[config.mk]
export PLATFORM = sky130hd
export DESIGN_NAME = pr_update_coalescer
export DESIGN_NICKNAME = d
export VERILOG_FILES = /design/src/rtl/pr_update_coalescer.sv
export SDC_FILE = /design/constraint.sdc
export NUM_CORES = 2
export LEC_CHECK = 0
export CORE_MARGIN = 3
export CORE_UTILIZATION = 32
export CTS_CLUSTER_DIAMETER = 60
export DETAILED_ROUTE_END_ITERATION = 10
export PLACE_DENSITY = 0.56
export SETUP_SLACK_MARGIN = 0.05
export SLEW_MARGIN = 20
export SYNTH_ARGS = -nofsm -noshare
export SYNTH_HDL_FRONTEND = slang
export SYNTH_SLANG_ARGS = --single-unit
[constraint.sdc]
create_clock -name clk -period 20.8 [get_ports clk]
set_input_delay 4.16 -clock clk [delete_from_list [all_inputs] [get_ports clk]]
set_output_delay 4.16 -clock clk [all_outputs]
set_load 0.03 [all_outputs]
[src/rtl/pr_update_coalescer.sv]
// Packs update words from PIPE_NUM round-robin lanes into WDATA_W-wide beats
// with incrementing addresses; a flush pads the final partial beat and ends the run.
module pr_update_coalescer #(
   parameter int FIFO_WIDTH = 64,
   parameter int PIPE_NUM   = 4,
   parameter int PIPE_NUM_W = 2,
   parameter int WDATA_W    = 512,
   parameter int ADDR_W     = 32,
   parameter logic [ADDR_W-1:0]     BASE_ADDR = '0,
   parameter logic [FIFO_WIDTH-1:0] PAD_WORD  = '1
) (
   input  logic                           clk,
   input  logic                           rst,
   input  logic                           start,
   input  logic                           flush,
   input  logic [PIPE_NUM*FIFO_WIDTH-1:0] RData,
   input  logic [PIPE_NUM-1:0]            RDataV,
   output logic [PIPE_NUM-1:0]            RReady,
   output logic [WDATA_W-1:0]             WData,
   output logic                           WDataV,
   input  logic                           w_en,
   output logic [ADDR_W-1:0]              WAddr,
   output logic                           done,
   output logic [31:0]                    edge_cnt,
   output logic [31:0]                    beat_cnt
);
   localparam int SLOTS  = WDATA_W / FIFO_WIDTH;
   localparam int CNT_W  = $clog2(SLOTS + 1);
   localparam int SLOT_W = (SLOTS > 1) ? $clog2(SLOTS) : 1;
   localparam int PTR_W  = (PIPE_NUM_W > 0) ? PIPE_NUM_W : 1;
   localparam int P2     = 2 * PIPE_NUM;

   typedef enum logic [1:0] {S_IDLE, S_RUN, S_FLUSH, S_DONE} state_t;

   state_t                  r_state;
   logic [CNT_W-1:0]        r_cnt;
   logic [PTR_W-1:0]        r_ptr;
   logic [FIFO_WIDTH-1:0]   r_pack [SLOTS];
   logic [WDATA_W-1:0]      r_wdata;
   logic                    r_wdatav;
   logic [ADDR_W-1:0]       r_waddr;
   logic                    r_done;
   logic [31:0]             r_edge_cnt;
   logic [31:0]             r_beat_cnt;

   logic                    w_full;
   logic                    w_drain;
   logic                    w_out_free;
   logic                    w_flush_pad;
   logic                    w_move;
   logic                    w_can_accept;
   logic                    w_accept;
   logic [PIPE_NUM-1:0]     w_ptr_oh;
   logic [PIPE_NUM-1:0]     w_low_mask;
   logic [P2-1:0]           w_req2;
   logic [P2-1:0]           w_first;
   logic [PIPE_NUM-1:0]     w_grant;
   logic [PTR_W-1:0]        w_grant_idx;
   logic [PTR_W-1:0]        w_ptr_next;
   logic [FIFO_WIDTH-1:0]   w_word;
   logic [SLOT_W-1:0]       w_wr_slot;
   logic [WDATA_W-1:0]      w_beat;

   assign w_full      = (r_cnt == CNT_W'(SLOTS));
   assign w_drain     = r_wdatav & w_en;
   assign w_out_free  = ~r_wdatav | w_en;
   assign w_flush_pad = (r_state == S_FLUSH) && (r_cnt != '0);
   assign w_move      = (w_full | w_flush_pad) & w_out_free;
   // A completed buffer that moves out this cycle can already take the next word in slot 0.
   assign w_can_accept = (r_state == S_RUN) && (!w_full || w_move) && !rst;

   // Round-robin: requests at/above the pointer in the low half win before wrapped ones.
   assign w_ptr_oh   = PIPE_NUM'(1) << r_ptr;
   assign w_low_mask = w_ptr_oh - PIPE_NUM'(1);
   assign w_req2     = {RDataV, RDataV & ~w_low_mask};
   assign w_first    = w_req2 & (~w_req2 + P2'(1));
   assign w_grant    = w_first[PIPE_NUM-1:0] | w_first[P2-1:PIPE_NUM];

   assign RReady   = w_can_accept ? w_grant : '0;
   assign w_accept = |RReady;

   always_comb begin
      w_grant_idx = '0;
      w_word      = '0;
      for (int j = 0; j < PIPE_NUM; j++) begin
         if (w_grant[j]) begin
            w_grant_idx = w_grant_idx | PTR_W'(j);
            w_word      = w_word | RData[j*FIFO_WIDTH +: FIFO_WIDTH];
         end
      end
   end

   assign w_ptr_next = (w_grant_idx == PTR_W'(PIPE_NUM - 1)) ? '0 : w_grant_idx + 1'b1;
   assign w_wr_slot  = w_move ? '0 : r_cnt[SLOT_W-1:0];

   for (genvar gi = 0; gi < SLOTS; gi++) begin : g_slot
      assign w_beat[gi*FIFO_WIDTH +: FIFO_WIDTH] = (CNT_W'(gi) < r_cnt) ? r_pack[gi] : PAD_WORD;
   end

   always_ff @(posedge clk) begin
      if (w_accept) begin
         r_pack[w_wr_slot] <= w_word;
      end
   end

   always_ff @(posedge clk) begin
      if (rst) begin
         r_state    <= S_IDLE;
         r_cnt      <= '0;
         r_ptr      <= '0;
         r_wdata    <= '0;
         r_wdatav   <= 1'b0;
         r_waddr    <= BASE_ADDR;
         r_done     <= 1'b0;
         r_edge_cnt <= '0;
         r_beat_cnt <= '0;
      end else begin
         r_done <= 1'b0;
         if (w_drain) begin
            r_wdatav   <= 1'b0;
            r_waddr    <= r_waddr + ADDR_W'(WDATA_W / 8);
            r_beat_cnt <= r_beat_cnt + 32'd1;
         end
         if (w_move) begin
            r_wdata  <= w_beat;
            r_wdatav <= 1'b1;
            r_cnt    <= w_accept ? CNT_W'(1) : '0;
         end else if (w_accept) begin
            r_cnt <= r_cnt + CNT_W'(1);
         end
         if (w_accept) begin
            r_edge_cnt <= r_edge_cnt + 32'd1;
            r_ptr      <= w_ptr_next;
         end
         case (r_state)
            S_IDLE: begin
               if (start) begin
                  r_state    <= S_RUN;
                  r_cnt      <= '0;
                  r_ptr      <= '0;
                  r_edge_cnt <= '0;
                  r_beat_cnt <= '0;
                  r_waddr    <= BASE_ADDR;
               end
            end
            S_RUN: begin
               if (flush) r_state <= S_FLUSH;
            end
            S_FLUSH: begin
               if (r_cnt == '0 && !r_wdatav) begin
                  r_state <= S_DONE;
                  r_done  <= 1'b1;
               end
            end
            default: r_state <= S_IDLE;
         endcase
      end
   end

   assign WData    = r_wdata;
   assign WDataV   = r_wdatav;
   assign WAddr    = r_waddr;
   assign done     = r_done;
   assign edge_cnt = r_edge_cnt;
   assign beat_cnt = r_beat_cnt;
endmodule

Yosys cells after proc, flatten, opt, wreduce, memory -nomap -nowiden
Memory sizes are Yosys's and may differ from the RTL's. A register that Yosys moved wholly into a read port is not among the register bits.
Index checks and enable logic that the tools add are counted.
Widths: inputs -> output; s select.
{ "totals": {"ff_bits": 618, "latchBits": 0, "ram_bits": 512, "mem_bits_ro": 0, "input_bits": 265, "output_inout_bits": 614, "elab_cells": 106, "n_memories": 1} }
{ "op_classes": {"n_addsub": 7, "mul": 0, "n_div": 0, "n_lt_le_gt_ge": 8, "eq_ne": 7, "shifts": 1, "muxes": 44, "bitwise_logic": 14, "n_reduce_logical": 15} }
{ "memory_table": {"columns": ["name", "words", "width", "rd", "rd_clocked_by_memory_dff", "write_ports", "line", "rtl"], "rows": [
  ["r_pack", 8, 64, 8, 1, 1, "38", "logic [FIFO_WIDTH-1:0] r_pack [SLOTS];"]
]} }
{ "ops": {"columns": ["cell", "n"], "rows": [
  ["$mux 64", 12],
  ["$mux 32", 9],
  ["$or 64x64->64", 3],
  ["$add 32x1->32 const B", 2],
  ["$add 32x7->32 const B", 1],
  ["$mux 4", 5],
  ["$mux 2", 9],
  ["$lt 3x4->1 const A", 4],
  ["$add 8x1->8 const B", 1],
  ["$and 8x8->8", 1],
  ["$lt 1x4->1 const A", 2],
  ["$lt 2x4->1 const A", 2],
  ["$not 8->8", 1],
  ["$mux 1", 7],
  ["$pmux 2 s3", 1],
  ["$add 4x1->4 const B", 1],
  ["$and 4x4->4", 1],
  ["$eq 2x2->1 const B", 2],
  ["$eq 4x4->1 const B", 1],
  ["$logic_and 1x1->1", 4],
  ["$logic_not 4->1", 1],
  ["$ne 2x2->1 const B", 2],
  ["$not 4->4", 1],
  ["$or 4x4->4", 1],
  ["other kinds (17)", 22]
]} }

Depth between registers and ports, before layout
{ "logic_depth": {"depth_word": 16, "depth_mapped": 11, "mapped_depth_nobuf": 7} }

Worst setup path before layout
OpenSTA, ideal clock, no wires.
{ "synth_path": {"kind": "input port to flip-flop", "startpoint": "input w_en", "endpoint": "memory r_pack[2][0] (enable)", "setup_ps": 644, "arrival_ps": 11303, "required_ps": 20156, "path_slack_ps": 8853, "cell_stages": 6, "n_path_buf": 3, "cell_sequence": "nor2b_1 -> nor2_1 -> clkbuf_1 -> clkbuf_1 -> clkbuf_1 -> nor4_1"} }
{ "synth_via": {"elab_chain_cells": 9, "elab_cells_between_ends": 10, "cone_classes": "mux: 4; bitwise: 2; reduce/logical: 4"} }
{ "synth_lines": {"columns": ["item", "line", "rtl"], "rows": [
  ["start, declared", "21", "input logic w_en,"],
  ["$or 1x1->1 (*)", "66", "assign w_out_free = ~r_wdatav | w_en;"],
  ["$and 1x1->1 (*)", "68", "assign w_move = (w_full | w_flush_pad) & w_out_free;"],
  ["$logic_or 1x1->1", "70", "assign w_can_accept = (r_state == S_RUN) && (!w_full || w_move) && !rst;"],
  ["$logic_and 1x1->1 (2 in a row)", "70", null],
  ["$mux 4", "79", "assign RReady = w_can_accept ? w_grant : '0;"],
  ["$reduce_or 4->1", "80", "assign w_accept = |RReady;"],
  ["$mux 1", "101", "if (w_accept) begin"],
  ["$mux 1 (implied by the code)", "102", "r_pack[w_wr_slot] <= w_word;"],
  ["end, declared", "38", null]
]} }
Every way passes the cells marked *; elsewhere a longest branch is shown, timed or not.

Worst setup path in the final report
{ "layout_path": {"startpoint": "input RDataV[3]", "endpoint": "output RReady[1]"} }
{ "layout_via": {"elab_chain_cells": 6} }
{ "layout_lines": {"columns": ["item", "line", "rtl"], "rows": [
  ["start, declared", "17", "input logic [PIPE_NUM-1:0] RDataV,"],
  ["$and 4x4->4", "75", "assign w_req2 = {RDataV, RDataV & ~w_low_mask};"],
  ["$not 8->8", "76", "assign w_first = w_req2 & (~w_req2 + P2'(1));"],
  ["$add 8x1->8", "76", null],
  ["$and 8x8->8", "76", null],
  ["$or 4x4->4", "77", "assign w_grant = w_first[PIPE_NUM-1:0] | w_first[P2-1:PIPE_NUM];"],
  ["$mux 4", "79", null],
  ["end, declared", "18", "output logic [PIPE_NUM-1:0] RReady,"]
]} }
No other way between the ends.

==> run_results.csv <==
group,metric,value,unit
synth,ys_seq_area_frac,0.7112,
worst_setup_path,crit_path_max_fanout,23,
finish,mostFrequentLayoutCells,"870 x clkdlybuf4s50_1, 611 x dfxtp_1, 512 x edfxtp_1, 320 x o221a_2, 244 x nand2_1",
sta,setup_tns,0,ns
synth,syn_inst,2932,
route,wire_per_inst,26.39,µm
power_and_ir_drop,p_total,5.219,mW
synth,syn-cell-area,0.03884,mm²
cts,clk_latency,0.71,ns
synth,synth_ff_type,"dfxtp_1",
cts,cts_tree,"yes",
hold_path,worstHoldPathType,"flip-flop to flip-flop",
finish,final_net_count,4006,
sta,drv_slew,0,
route,viasPerCell,5.152,
worst_setup_path,cp.arrival,6.45,ns
sta,clock-skew-final,0.03547,ns
sta,tightest_slew,1.134,ns
synth,synth.top_cell.area_share,0.3958,
route,route.detailed.drc,0,
worst_setup_path,critPathCaptureType,"output port",
route,totalWireLength,143800,µm
finish,drive_above_1_share,0.1545,
synth,synth_seq_cells,1124,
global_route,grt_pass1_wl,200300,µm
sta,rsz0062_at_grt,"no",
die,num_rows,127,
placed_design,io_buffers,872,
sta,maxSlewHeadroom,0.2415,
route,vias,28070,
sta,max_freq,0.09424,GHz
synth,synth.area.top_cells,"edfxtp_1 40%, dfxtp_1 32%, o221a_2 9.3%, nand2_1 2.4%, clkbuf_1 2.2%",
placed_design,post-place-ws,10.17,ns
cts,cts.clk_slew.worst_paths,0.06,ns
synth,synth_edf_count,512,
route,drtIter0Drc,2371,
cts,cts.sinks,1124,
global_route,gr-total-overflow,0,
synth,ys_types,47,
synth,synth_top_area_cell,"edfxtp_1",
cts,cts_resized,0,
sta,finalHoldViolations,0,
finish,area_delta_synth_final,37.37,%
worst_setup_path,start_kind,"primary input",
finish,design_area,0.05336,mm²
power_and_ir_drop,p_leak,17.88,nW
die,core,0.1201,mm²
worst_setup_path,critPathKind,"primary input to output port",
power_and_ir_drop,powerDensity,97.81,mW/mm²
finish,num_antenna_cells,0,
cts,htree_num_levels,3,
die,die-area,0.1256,mm²
finish,final_common_cell,"clkdlybuf4s50_1",
global_route,grt_pass1_vias,27270,
synth,synth_area_per_cell,13.25,µm²
die,die_w,354.4,µm
global_route,grt_util_all_layers,0.2186,
placed_design,place.gp.congestion,0.8168,
cts,numCtsBuffers,121,
cts,post_cts_buffers,0,
synth,async_flop_share,0,
cts,hold_buffers,0,
route,antenna_left,0,
run,cap_violations,0,
die,start_util,0.3233,
global_route,antenna_found_initial,8,
synth,yosysWarningCount,0,
power_and_ir_drop,vdd_ir_drop_max,0.00006985,V
placed_design,place_area,0.04919,mm²
cts,cts_root_buf,"clkbuf_16",
die,num_io_pins,879,
placed_design,hpwl,95080,µm
global_route,grt_max_degree,122,
worst_setup_path,crit_required,16.64,ns
sta,layout_min_cycle_time,10.61,ns
sta,setup_viol_count_final,0,
sta,fin_hold_ws,0.4524,ns
sta,post-route-period-util,0.5102,
cts,cts.path.max_buffers,3,
run_status,status,"finished, final reports clean",
die,dieHeight,354.4,µm
sta,worst_slack,10.19,ns
route,drt_pass1_iterations,6,
[logic make-up (layout without fill, tap and decap cells)]
group / after synthesis / in the layout / synth area share
muxes: 2 / 2 / 0.0005154
and+or+nand+nor: 816 / 816 / 0.09522
xor gates and xnor gates: 67 / 67 / 0.01511
DFF: 1124 / 1124 / 0.7112
AOI/OAI and AO/OA: 582 / 582 / 0.1419
other: 1 / 6 / 0.00009654
buffers and inverters: 331 / 1231 / 0.03302
adders and majority gates: 9 / 9 / 0.002899
[routing by layer]
| metal | vias up | wire length, µm | track usage |
|---|---|---|---|
| met5 | - | 0 | 0 |
| met4 | 0 | 7243 | 0.1010 |
| met3 | 248 | 10000 | 0.05431 |
| met1 | 13950 | 58590 | 0.2681 |
| met2 | 1126 | 67970 | 0.3623 |
| li1 | 12750 | - | - |
[final cells by class]
class	instances	area [µm²]
clock inverters	60	724.4
clock buffers	168	3438
well taps	1612	2017
flip-flops and latches	1124	27630
multi-input cells	1482	10130
fillers	11060	66770
repair buffers	919	9095
inverters	84	322.8
[critical path, stage by stage]
cell and delay, ns:
clkdlybuf4s50_1 0.55, nand2b_1 0.25, a221oi_4 0.22, buf_4 0.38
and2_1 0.20, clkdlybuf4s50_1 0.66
[where the power goes]
group	internal [mW]	switching, mW
combinational	0.172	0.379
sequential	2.43	0.0326
clock	1.30	0.908
total	3.90	1.32
[final timing paths]
kind / start / end / slack (ns) / cells past startpoint
min reg2reg: WData[37] / WData[37] / 0.45 / 2
min: WData[37] / WData[37] / 0.45 / 2
max: RDataV[3] / RReady[1] / 10.19 / 6
max reg2reg: r_cnt[0] / WData[490] / 16.03 / 10
[registers in the layout, summed over array words and instances, names as in the netlist]
| name | flops |
|---|---|
| r_ptr | 2 |
| WData | 512 |
| WDataV | 1 |
| r_cnt | 4 |
| edge_cnt | 32 |
| r_state | 2 |
| beat_cnt | 32 |
| WAddr | 26 |
| done | 1 |
| r_pack | 512 |
[metrics by stage]
step | std cells | utilization
global placement | 5221 | 0.4095
CTS | 5449 | 0.4442
finish | 5449 | 0.4442
global route | 5449 | 0.4442
floorplan | 2937 | -
detailed placement | 5221 | 0.4095
[cell usage after synthesis (5+ instances only)]
cell type and number:
dfxtp_1 612, nand3_1 93, or4_1 5, o221a_2 320, inv_1 83, nor2_1 214, a21oi_1 100, and4_1 5
a311oi_1 64, ha_1 9, or3_1 25, clkbuf_1 223, nand2b_1 7, and3_1 10, xnor2_1 33, nand4_1 29
xor2_1 34, edfxtp_1 512, buf_1 14, o21ai_0 18, nor4_1 13, nor3_1 149, nand2_1 245, a222oi_1 65
buf_4 6, and2_1 7
(Power assumes the default switching activity.)
==> patch: new RTL, same flow settings <==
Encoding of `state_t`: now one-hot (4 bits for 4 states).
--- a/src/rtl/pr_update_coalescer.sv
+++ b/src/rtl/pr_update_coalescer.sv
@@ -31,5 +31,5 @@
    localparam int P2     = 2 * PIPE_NUM;
 
-   typedef enum logic [1:0] {S_IDLE, S_RUN, S_FLUSH, S_DONE} state_t;
+   typedef enum logic [3:0] {S_IDLE = 4'b0001, S_RUN = 4'b0010, S_FLUSH = 4'b0100, S_DONE = 4'b1000} state_t;
 
    state_t                  r_state;
Function: same outputs for any inputs over 4 cycles, from zero or initial values and one cycle with rst high; so few cycles prove little.
==> patch against the unedited design <==
Synthesized area down 0.58%. Highest routed layer is now met5. Non-clock buffer count down 2. Routed wire length down 1.9%. Critical path depth unchanged. Setup slack worse by 0.41 ns. Hold slack worse by 0.0016 ns. Synthesized cell count down 0.20%. Cell area down 0.59%. Sequential cell count up 2. Utilization up 0.21 points. Register-to-register slack better by 0.14 ns.
Power is not compared: it rests on default switching activity, and its combinational part moved more than twofold at a synthesized area within 25%.
==> patch: results <==
[status]
run_status = complete, no violations

[yosys]
syn_inst = 2926
ys.flop_type = dfxtp_1
synth.cells.most_frequent = 614 x dfxtp_1, 512 x edfxtp_1, 320 x nand2_1
yosysUniqueCellTypes = 64
synth_edf_count = 512
yosys_warnings = 0
synthArstFlopShare = 0
ys_seq_area_frac = 0.716
netlist_top_cells_area = edfxtp_1 40%, dfxtp_1 32%, o221a_2 7.4%

[routing]
routed_wl_mm = 141
firstDrtPassIters = 9
drt_iter0_drc = 2332
num_vias = 28000
routed_via_density = 5.14

[clock_network]
htree_levels = 3
clk_latency_ns = 0.71
clockRootBuffer = clkbuf_16
path_clk_slew_ns = 0.06
cts_buffers = 120
cts_resized = 0
cts_buffer_depth = 3

[global_route]
grt_pass1_wl_mm = 199
antenna_found_initial = 14
grt_max_degree = 182
grt_pass1_vias = 27300
grtUsageTotal = 0.215

[critical_path]
crit_start = RDataV[0]
crit_path_end = RReady[3]
slowest_stage = buf_4
slowest_delay_ns = 0.78
rr_worst_depth = 11
cp_max_fo = 66
worstPathArrival_ns = 6.86
worstReg2RegEnd = WData[345]
reg2reg_slack_ns = 16.17

[placed_design]
dp.cells = 5217
routabilityCongestion = 0.869
place_ws_ns = 9.82
hpwl_mm = 91.5
port_buffers = 872

[sta]
fin_crit_ns = 11.02
worst_pin_slew_ns = 1.11
hold_viol = 0
skew_ns = 0.0442

[cells_and_area]
n_fill_cell = 10900
drive_gt1_frac = 0.136
nNetsFinal = 4011

[power]
p_leak_uw = 0.0177
ir_worst_vdd_mv = 0.0752
==> patch: cell types whose count changed in the layout (fill, tap and decap cells not counted), sizes merged, moves of 5 or more <==
cell	before	now
a311oi	64	0
bufinv	11	6
inv	91	20
nand2	245	320
nand3	93	34
nor2	214	269
nor3	149	82
nor3b	1	67
o221a	320	256
o22ai	1	129
or3	25	15
or4	6	11
xnor2	33	20
xor2	34	45
==> patch: layer usage <==
| metal | vias to the layer above | global-route usage | part of all wire |
|---|---|---|---|
| met1 | 13900 | 0.271 | 0.41 |
| met4 | 6 | 0.0649 | 0.029 |
| met5 | - | 0 | 0.00030 |
| met2 | 1142 | 0.352 | 0.47 |
| li1 | 12700 | - | - |
| met3 | 200 | 0.0703 | 0.094 |
==> patch: critical path: cells and delay by family <==
| family | cells | cell delay, ns |
|---|---|---|
| buffers and inverters | 3 | 2.03 |
| AOI/OAI and AO/OA | 2 | 0.40 |
| and+or+nand+nor | 1 | 0.25 |
==> patch: stage by stage <==
stage | hold slack [ns] | power (µW) | cell area [µm²]
floorplan | 0.453 | 2440 | 38600
global placement | 0.441 | 2550 | 49000
detailed placement | 0.447 | 2550 | 49000
CTS | 0.455 | 4680 | 53000
global route | 0.476 | 4780 | 53000
finish | 0.451 | 4640 | 53000
==> patch: logic make-up after synthesis <==
logic type	share of synthesized area
xor gates and xnor gates	0.0147
AOI/OAI and AO/OA	0.135
muxes	0.000259
DFF	0.716
and+or+nand+nor	0.107
buffers and inverters	0.0256
other	0.0000971
adders and majority gates	0.00162
==> patch: cell type report <==
type / count / area share
diodes: 4 / 0.000189
clock buffers: 172 / 0.0639
clock inverters: 57 / 0.0118
inverters: 16 / 0.00127
multi-input cells: 1560 / 0.192
flip-flops and latches: 1126 / 0.522
well taps: 1600 / 0.0377
repair buffers: 917 / 0.172
==> patch: worst min path at each step <==
stage | start | end | slack (ns) | cells after the start
floorplan | r_pack[3][0] | WData[192] | 0.45 | 2
global placement | WData[62] | WData[62] | 0.44 | 2
detailed placement | WData[48] | WData[48] | 0.45 | 2
CTS | WData[48] | WData[48] | 0.46 | 2
global route | WData[4] | WData[4] | 0.48 | 2
finish | WData[35] | WData[35] | 0.45 | 2
==> patch: power breakdown <==
group	internal, µW	switching, µW
Combinational	58.0	113
Sequential	2330	1.18
Clock	1220	914
Total	3610	1030
